[src/rtl/axis_fifo_pkg.sv]
// Shared types and sizing helpers for the AXI4-Stream receive FIFO.
package axis_fifo_pkg;

  function automatic int aw_of(input int depth);
    return $clog2(depth);
  endfunction

  // Width of one stored beat: tdata plus the tlast flag.
  function automatic int entry_w(input int data_w);
    return data_w + 1;
  endfunction

  typedef enum logic [1:0] {
    HOLD,
    FWD,
    REL
  } gate_state_t;

endpackage

[src/rtl/fifo_ram_dp.sv]
// Simple dual-port RAM: one synchronous write port, one synchronous read port with enable.
module fifo_ram_dp
  import axis_fifo_pkg::*;
#(
  parameter  int WIDTH = 33,
  parameter  int DEPTH = 16,
  localparam int AW    = aw_of(DEPTH)
) (
  input  logic             clk_i,
  input  logic             we_i,
  input  logic [AW-1:0]    waddr_i,
  input  logic [WIDTH-1:0] wdata_i,
  input  logic             re_i,
  input  logic [AW-1:0]    raddr_i,
  output logic [WIDTH-1:0] rdata_o
);

  logic [WIDTH-1:0] mem [DEPTH];

  // The read register only advances on re_i, so it doubles as the FWFT output data register.
  always_ff @(posedge clk_i) begin
    if (we_i) mem[waddr_i] <= wdata_i;
    if (re_i) rdata_o <= mem[raddr_i];
  end

endmodule

[src/rtl/axis_rx_fifo.sv]
// AXI4-Stream receive FIFO with FWFT output, fill/packet counters and optional store-and-forward gate.
module axis_rx_fifo
  import axis_fifo_pkg::*;
#(
  parameter  int DATA_W   = 32,
  parameter  int DEPTH    = 16,
  parameter  int PKT_MODE = 0,
  localparam int AW       = aw_of(DEPTH)
) (
  input  logic              aclk,
  input  logic              areset,
  input  logic [DATA_W-1:0] s_axis_tdata,
  input  logic              s_axis_tvalid,
  output logic              s_axis_tready,
  input  logic              s_axis_tlast,
  output logic [DATA_W-1:0] m_axis_tdata,
  output logic              m_axis_tvalid,
  input  logic              m_axis_tready,
  output logic              m_axis_tlast,
  output logic [AW:0]       level,
  output logic [AW:0]       pkt_count,
  output logic              full,
  output logic              empty,
  output logic              pkt_err
);

  typedef struct packed {
    logic              last;
    logic [DATA_W-1:0] data;
  } entry_t;

  localparam logic [AW:0]   DEPTH_L = (AW+1)'(DEPTH);
  localparam logic [AW:0]   CNT_ONE = {{AW{1'b0}}, 1'b1};
  localparam logic [AW-1:0] PTR_ONE = {{(AW-1){1'b0}}, 1'b1};

  entry_t        wr_entry, rd_entry;
  logic [AW-1:0] wr_ptr_q, wr_ptr_d, rd_ptr_q, rd_ptr_d;
  logic [AW:0]   level_q, level_d, pkt_count_q, pkt_count_d;
  logic          valid_q, valid_d;
  logic          wr_fire, rd_fire, wr_last, rd_last;
  logic          ram_has, fetch, gate_open, pkt_err_q;

  assign full          = (level_q == DEPTH_L);
  assign empty         = (level_q == '0);
  assign s_axis_tready = !areset && !full;
  assign wr_fire       = s_axis_tvalid && s_axis_tready;
  assign rd_fire       = valid_q && m_axis_tready;
  assign wr_last       = wr_fire && s_axis_tlast;
  assign rd_last       = rd_fire && rd_entry.last;

  // level also counts the beat parked in the output register, so RAM-resident beats = level - valid.
  assign ram_has = (level_q != {{AW{1'b0}}, valid_q});
  assign fetch   = ram_has && (!valid_q || rd_fire) && gate_open;

  assign wr_entry = '{last: s_axis_tlast, data: s_axis_tdata};

  fifo_ram_dp #(
    .WIDTH (entry_w(DATA_W)),
    .DEPTH (DEPTH)
  ) u_ram (
    .clk_i   (aclk),
    .we_i    (wr_fire),
    .waddr_i (wr_ptr_q),
    .wdata_i (wr_entry),
    .re_i    (fetch),
    .raddr_i (rd_ptr_q),
    .rdata_o (rd_entry)
  );

  always_comb begin
    wr_ptr_d    = wr_fire ? wr_ptr_q + PTR_ONE : wr_ptr_q;
    rd_ptr_d    = fetch ? rd_ptr_q + PTR_ONE : rd_ptr_q;
    level_d     = level_q;
    pkt_count_d = pkt_count_q;
    valid_d     = valid_q;
    case ({wr_fire, rd_fire})
      2'b10:   level_d = level_q + CNT_ONE;
      2'b01:   level_d = level_q - CNT_ONE;
      default: level_d = level_q;
    endcase
    case ({wr_last, rd_last})
      2'b10:   pkt_count_d = pkt_count_q + CNT_ONE;
      2'b01:   pkt_count_d = pkt_count_q - CNT_ONE;
      default: pkt_count_d = pkt_count_q;
    endcase
    if (fetch)        valid_d = 1'b1;
    else if (rd_fire) valid_d = 1'b0;
  end

  always_ff @(posedge aclk or posedge areset) begin
    if (areset) begin
      wr_ptr_q    <= '0;
      rd_ptr_q    <= '0;
      level_q     <= '0;
      pkt_count_q <= '0;
      valid_q     <= 1'b0;
    end else begin
      wr_ptr_q    <= wr_ptr_d;
      rd_ptr_q    <= rd_ptr_d;
      level_q     <= level_d;
      pkt_count_q <= pkt_count_d;
      valid_q     <= valid_d;
    end
  end

  generate
    if (PKT_MODE != 0) begin : g_gate
      gate_state_t state_q, state_d;
      logic        pkt_err_d;

      always_comb begin
        state_d   = state_q;
        pkt_err_d = pkt_err_q;
        case (state_q)
          HOLD: begin
            if (pkt_count_q != '0) begin
              state_d = FWD;
            end else if (full) begin
              // Packet larger than the FIFO: release it cut-through rather than deadlock.
              state_d   = REL;
              pkt_err_d = 1'b1;
            end
          end
          FWD:     if (rd_last && pkt_count_d == '0) state_d = HOLD;
          REL:     if (rd_last) state_d = (pkt_count_d != '0) ? FWD : HOLD;
          default: state_d = HOLD;
        endcase
      end

      always_ff @(posedge aclk or posedge areset) begin
        if (areset) begin
          state_q   <= HOLD;
          pkt_err_q <= 1'b0;
        end else begin
          state_q   <= state_d;
          pkt_err_q <= pkt_err_d;
        end
      end

      // Open only when open now and next cycle, so the output register never loads a beat of an incomplete packet.
      assign gate_open = (state_q != HOLD) && (state_d != HOLD);
    end else begin : g_thru
      assign gate_open = 1'b1;
      assign pkt_err_q = 1'b0;
    end
  endgenerate

  assign m_axis_tvalid = valid_q;
  assign m_axis_tdata  = rd_entry.data;
  assign m_axis_tlast  = rd_entry.last;
  assign level         = level_q;
  assign pkt_count     = pkt_count_q;
  assign pkt_err       = pkt_err_q;

endmodule

[config.mk]
export PLATFORM = sky130hd
export DESIGN_NAME = axis_rx_fifo
export DESIGN_NICKNAME = d
export VERILOG_FILES = /design/src/rtl/axis_fifo_pkg.sv /design/src/rtl/fifo_ram_dp.sv /design/src/rtl/axis_rx_fifo.sv
export SDC_FILE = /design/constraint.sdc
export NUM_CORES = 1
export LEC_CHECK = 0
export CORE_MARGIN = 2
export CORE_UTILIZATION = 27
export DETAILED_ROUTE_END_ITERATION = 10
export GPL_ROUTABILITY_DRIVEN = 0
export SLEW_MARGIN = 5
export SYNTH_ARGS = -nofsm -noshare
export SYNTH_HDL_FRONTEND = slang
export SYNTH_SLANG_ARGS = --single-unit
[constraint.sdc]
create_clock -name aclk -period 4.42 [get_ports aclk]
set_input_delay 0.663 -clock aclk [delete_from_list [all_inputs] [get_ports aclk]]
set_output_delay 0.663 -clock aclk [all_outputs]
set_load 0.02 [all_outputs]
# Word-level counts from Yosys, hierarchy flattened
# Memories as Yosys holds them, arrays and structs flattened. A register that Yosys moved wholly into a read port is not among the register bits.
# Index checks and enable logic that the tools add are counted.
dict set report op_classes {
  addsub 6
  eq_ne 6
  n_mux 6
  n_reduce_logical 14
}
# cell n
set op_table {}
lappend op_table {{5-bit one-hot mux with 2 select lines} 2}
lappend op_table {{5-bit by 1-bit adder with 5-bit output (second input constant)} 2}
lappend op_table {{5-bit by 1-bit subtractor with 5-bit output (second input constant)} 2}
lappend op_table {{4-bit by 1-bit adder with 4-bit output (second input constant)} 2}
lappend op_table {{1-bit logical AND} 6}
lappend op_table {{2-bit nonzero test} 3}
lappend op_table {{5-bit == test (second input constant)} 1}
lappend op_table {{5-bit zero test} 1}
lappend op_table {{5-bit by 1-bit != test with 1-bit output} 1}
lappend op_table {{2-bit by 1-bit == test with 1-bit output (second input constant)} 2}
lappend op_table {{2-bit == test (second input constant)} 2}
lappend op_table {{1-bit 2-to-1 mux} 4}
lappend op_table {{1-bit zero test} 3}
lappend op_table {{1-bit logical OR} 1}
dict set report word_totals {
  register_bits 19
  ramBits 528
  in_bits 37
  output_inout_bits 48
  n_memories 1
}
# name depth width rd rd_ports_with_merged_regs write_ports line
set memory_table {}
lappend memory_table {u_ram.mem 16 33 1 1 1 fifo_ram_dp.sv:18} ;# logic [WIDTH-1:0] mem [DEPTH];

# Logic depth before layout (Yosys ltp)
dict set report logic_depth {
  word_depth 7
  depth_mapped 12
  mapped_depth_nobuf 11
}

# Cells and area by module
# From an unflattened synthesis, not the netlist that was laid out.
dict set report unflattened {
  cells_unflattened 978
  hier_area_um2 22151.2
}
# mod instances cells_each area_per_inst_um2 seq_area_each_um2
set by_module_without_submodules {}
lappend by_module_without_submodules {fifo_ram_dp 1 864 20961.4 16846.2}
lappend by_module_without_submodules {axis_rx_fifo 1 114 1189.9 475.5}

# Least setup slack after synthesis
# OpenSTA, ideal clock, no wires.
dict set report synth_timing {
  path_kind {register to register}
  from {register level_q[1] (netlist: level[1])}
  to {memory u_ram.mem[4][0] (enable)}
  setup_ns 0.506
  arrival_ns 4.110
  setup_slack_ns -0.197
  path_stages_with_launch 4
  synth_period_minus_slack_ns 4.617
  path_cell_list {dfrtp_1 nor3_1 and3_1 nor4_1}
}
dict set report synth_via {
  elab_chain_cells 6
}
# element line
set synth_lines {}
lappend synth_lines {{start: declaration} axis_rx_fifo.sv:38} ;# logic [AW:0] level_q, level_d, pkt_count_q, pkt_count_d;
lappend synth_lines {{start signal: assignment} axis_rx_fifo.sv:100} ;# level_q <= level_d;
lappend synth_lines {{5-bit == test} axis_rx_fifo.sv:43} ;# assign full = (level_q == DEPTH_L);
lappend synth_lines {{net full} axis_rx_fifo.sv:22} ;# output logic full,
lappend synth_lines {{1-bit zero test} axis_rx_fifo.sv:45} ;# assign s_axis_tready = !areset && !full;
lappend synth_lines {{1-bit logical AND} axis_rx_fifo.sv:45}
lappend synth_lines {{1-bit logical AND} axis_rx_fifo.sv:46} ;# assign wr_fire = s_axis_tvalid && s_axis_tready;
lappend synth_lines {{1-bit 2-to-1 mux} fifo_ram_dp.sv:22} ;# if (we_i) mem[waddr_i] <= wdata_i;
lappend synth_lines {{1-bit 2-to-1 mux (implied by the code)} fifo_ram_dp.sv:22}
lappend synth_lines {{end: declaration} fifo_ram_dp.sv:18}
# The timed path passes the listed nets, and every way through them passes these cells.

# Worst setup path after layout
dict set report layout_timing {
  from {input port areset}
  to {output port s_axis_tready}
}
dict set report layout_via {
  elab_chain_cells 2
}
# element line
set layout_lines {}
lappend layout_lines {{start: declaration} axis_rx_fifo.sv:11} ;# input logic areset,
lappend layout_lines {{1-bit zero test (no line)} n/a}
lappend layout_lines {{1-bit logical AND} axis_rx_fifo.sv:45}
lappend layout_lines {{end: declaration} axis_rx_fifo.sv:14} ;# output logic s_axis_tready,
# Every way passes these cells.

==> results.json <==
{
  "outcome": "finished, final reports clean",
  "synth-main-ff-cell": "edfxtp_1",
  "core_um2": 80700,
  "ys_seq_area_share_pct": 78.6,
  "power_density_nw_per_um2": 624,
  "num_vias": 10200,
  "worstSetupStartpoint": "areset",
  "mostFrequentLayoutCell": "edfxtp_1",
  "syn_nets": 1032,
  "initial_core_util_pct": 27.3,
  "ioPinCount": 85,
  "synth.distinct_cells": 47,
  "setup-tns-final_ns": 0,
  "crit_path_start_kind": "input pin",
  "end_kind": "output port",
  "grt_max_degree": 59,
  "synthArstFlopShare_pct": 3.28,
  "synthToLayoutAreaGrowth_pct": 19.2,
  "ir_worst_vdd_mv": 0.398,
  "reg2reg_from": "level[1]",
  "crit_family": "buffers and inverters",
  "ctsHoldBuffers": 0,
  "grt_pass1_vias": 10800,
  "cp.arrival_ns": 2.43,
  "antenna_cells": 0,
  "die_height_um": 290,
  "rr_worst_depth": 10,
  "drtIter0Drc": 809,
  "totalWireLength_um": 46900,
  "mostFrequentLayoutCells": "561 x edfxtp_1, 132 x mux4_2, 83 x clkdlybuf4s50_1",
  "chipWidth_um": 290,
  "port_buffers": 83,
  "yosysWarnings": 0,
  "yosys_register_bits": 580,
  "worst-path-max-fanout": 7,
  "cts_num_sinks": 580,
  "drc": 0,
  "crit_required_ns": 3.76,
  "r2r_slack_ns": 1.42,
  "path_buf_inv": 2,
  "clock_latency_ns": 0.62,
  "fin_cells": 2219,
  "finalWorstSetupSlack_ns": 1.32,
  "syn_area_per_cell_um2": 22.5,
  "grt_pass1_wl_um": 70300,
  "power.total_mw": 16.4,
  "wl_per_cell_um": 21.2,
  "clk_path_buf_depth": 3,
  "fin_crit_sh_pct": 70.1,
  "maxCapViolations": 0,
  "antenna_found_initial": 4,
  "cts_tree": "yes",
  "hp-start": "pkt_count[4]",
  "cts_made_buffers": 60,
  "drt_pass1_iterations": 5,
  "dpl.cell_count": 2108,
  "avgViaCountPerCell": 4.58,
  "fin_crit_ns": 3.10,
  "min_delay_worst_endpoint": "pkt_count[4]",
  "num_rows": 104,
  "cts_root_buf": "clkbuf_16",
  "ant_nets": 0,
  "grt-ovfl-total": 0,
  "final_nets": 1161,
  "crit_path_top_delay_cell": "clkdlybuf4s50_1",
  "maxSlewViolCount": 0,
  "hp-class": "flip-flop to flip-flop",
  "slew_headroom_pct": 28.2,
  "n_fill_cell": 7577,
  "path_depth": 3,
  "cpMostUsedCell": "clkdlybuf4s50_1",
  "place_worst_setup_slack_ns": 0.750,
  "finalHoldViolCount": 0,
  "synth_edf_count": 561,
  "post-cts-setup-buffers": 0,
  "power.leakage_nw": 8.29,
  "cts_resized": 0,
  "slowest_delay_ns": 0.76,
  "worst_pin_slew_ns": 1.08,
  "fmax_mhz": 323,
  "drive_gt1_share_pct": 23.6,
  "synthesis.area_um2": 22000,
  "htreeDepth": 2,
  "grtUsageTotal_pct": 11.3,
  "path_cells": "clkdlybuf4s50_1, a31oi_1, clkdlybuf4s50_1",
  "dieArea_um2": 83900,
  "finalSetupViolCount": 0,
  "clkTransAtPathRegs_ns": 0.06,
  "fin_skew_ns": 0.0297,
  "dp_hpwl_um": 26500,
  "grt_setup_unrepaired": "no",
  "synth_cells": 981,
  "r2r_end": "level[4]",
  "path_class": "input pin to output port",
  "holdPathStages": 1
}
## cell type report
type	instances	area, µm²	share of cell area (%)
clock buffer	82	1600	6.10
clock inverter	29	363	1.38
inverter	9	33.8	0.129
multi-input combinational	343	4510	17.2
sequential	580	17300	65.9
tap	1060	1330	5.05
timing repair buffer	116	1120	4.25
## sequential cells by signal, indices dropped and copies added (netlist names)
signal         count
wr_ptr_q           4
pkt_count          5
u_ram.mem        528
m_axis_tvalid      1
level              5
u_ram.rdata_o     33
rd_ptr_q           4
## synthesized netlist by cell type (all sizes together), types with 4 or more instances
| master | number | share of area (%) |
|---|---|---|
| inv | 9 | 0.15 |
| nand2 | 42 | 0.72 |
| ha | 13 | 0.74 |
| nand4 | 4 | 0.11 |
| nor2b | 4 | 0.11 |
| buf | 23 | 0.73 |
| and3 | 11 | 0.31 |
| and2 | 10 | 0.28 |
| nor2 | 7 | 0.12 |
| o21ai | 6 | 0.14 |
| xnor2 | 8 | 0.32 |
| xor2 | 9 | 0.36 |
| a22oi | 66 | 2.2 |
| dfrtp | 19 | 2.2 |
| clkbuf | 26 | 0.44 |
| mux4 | 132 | 13 |
| edfxtp | 561 | 76 |
## cells by family (layout without fill, tap and decap cells)
kind of cell | count (synthesis) | in the layout | synth area share (%)
AOI/OAI and AO/OA | 84 | 84 | 2.82
adders and majority gates | 14 | 14 | 0.829
buffers and inverters | 58 | 236 | 1.32
DFF | 580 | 580 | 78.6
xor gates and xnor gates | 17 | 17 | 0.676
and+or+nand+nor | 91 | 91 | 2.07
muxes | 136 | 136 | 13.7
other | 1 | 1 | 0.0170
## power by group
group / internal, mW / switching (mW)
combinational: 2.05 / 2.26
sequential: 6.66 / 0.409
clock: 3.00 / 2.03
total: 11.7 / 4.70
## per-stage QoR
stage	utilization, %	cell area, µm²	hold slack [ns]
2_1_floorplan	-	22000	0.459
3_3_place_gp	30.1	24300	0.475
3_5_place_dp	30.1	24300	0.457
4_1_cts	32.6	26300	0.479
5_1_grt	32.6	26300	0.509
6_report	32.6	26300	0.481
## how the worst max path moves through the flow
stage	to	slack [ns]
after global routing	level[4]	1.11
after CTS	s_axis_tready	1.28
after floorplan	u_ram.mem[4][0]	1.18
after detailed placement	level[4]	0.75
after global placement	level[4]	0.85
final	s_axis_tready	1.32
## worst register-to-register path: stages (launching register included)
cell and delay [ns]:
dfrtp_1 0.45, nor3_1 0.10, a31oi_1 0.43, and2_1 0.32
inv_1 0.07, ha_1 0.29, ha_1 0.36, nor2b_1 0.16
o21a_1 0.19, o311ai_0 0.32, o311ai_1 0.17
## layer usage
metal	GRT usage [%]	share of wire (%)	vias up
li1	-	-	4389
met1	15.1	43	5420
met2	18.5	49	280
met3	2.77	6.2	67
met4	2.54	1.5	8
met5	0	0.12	-
Power figures use the tool's default switching activity.
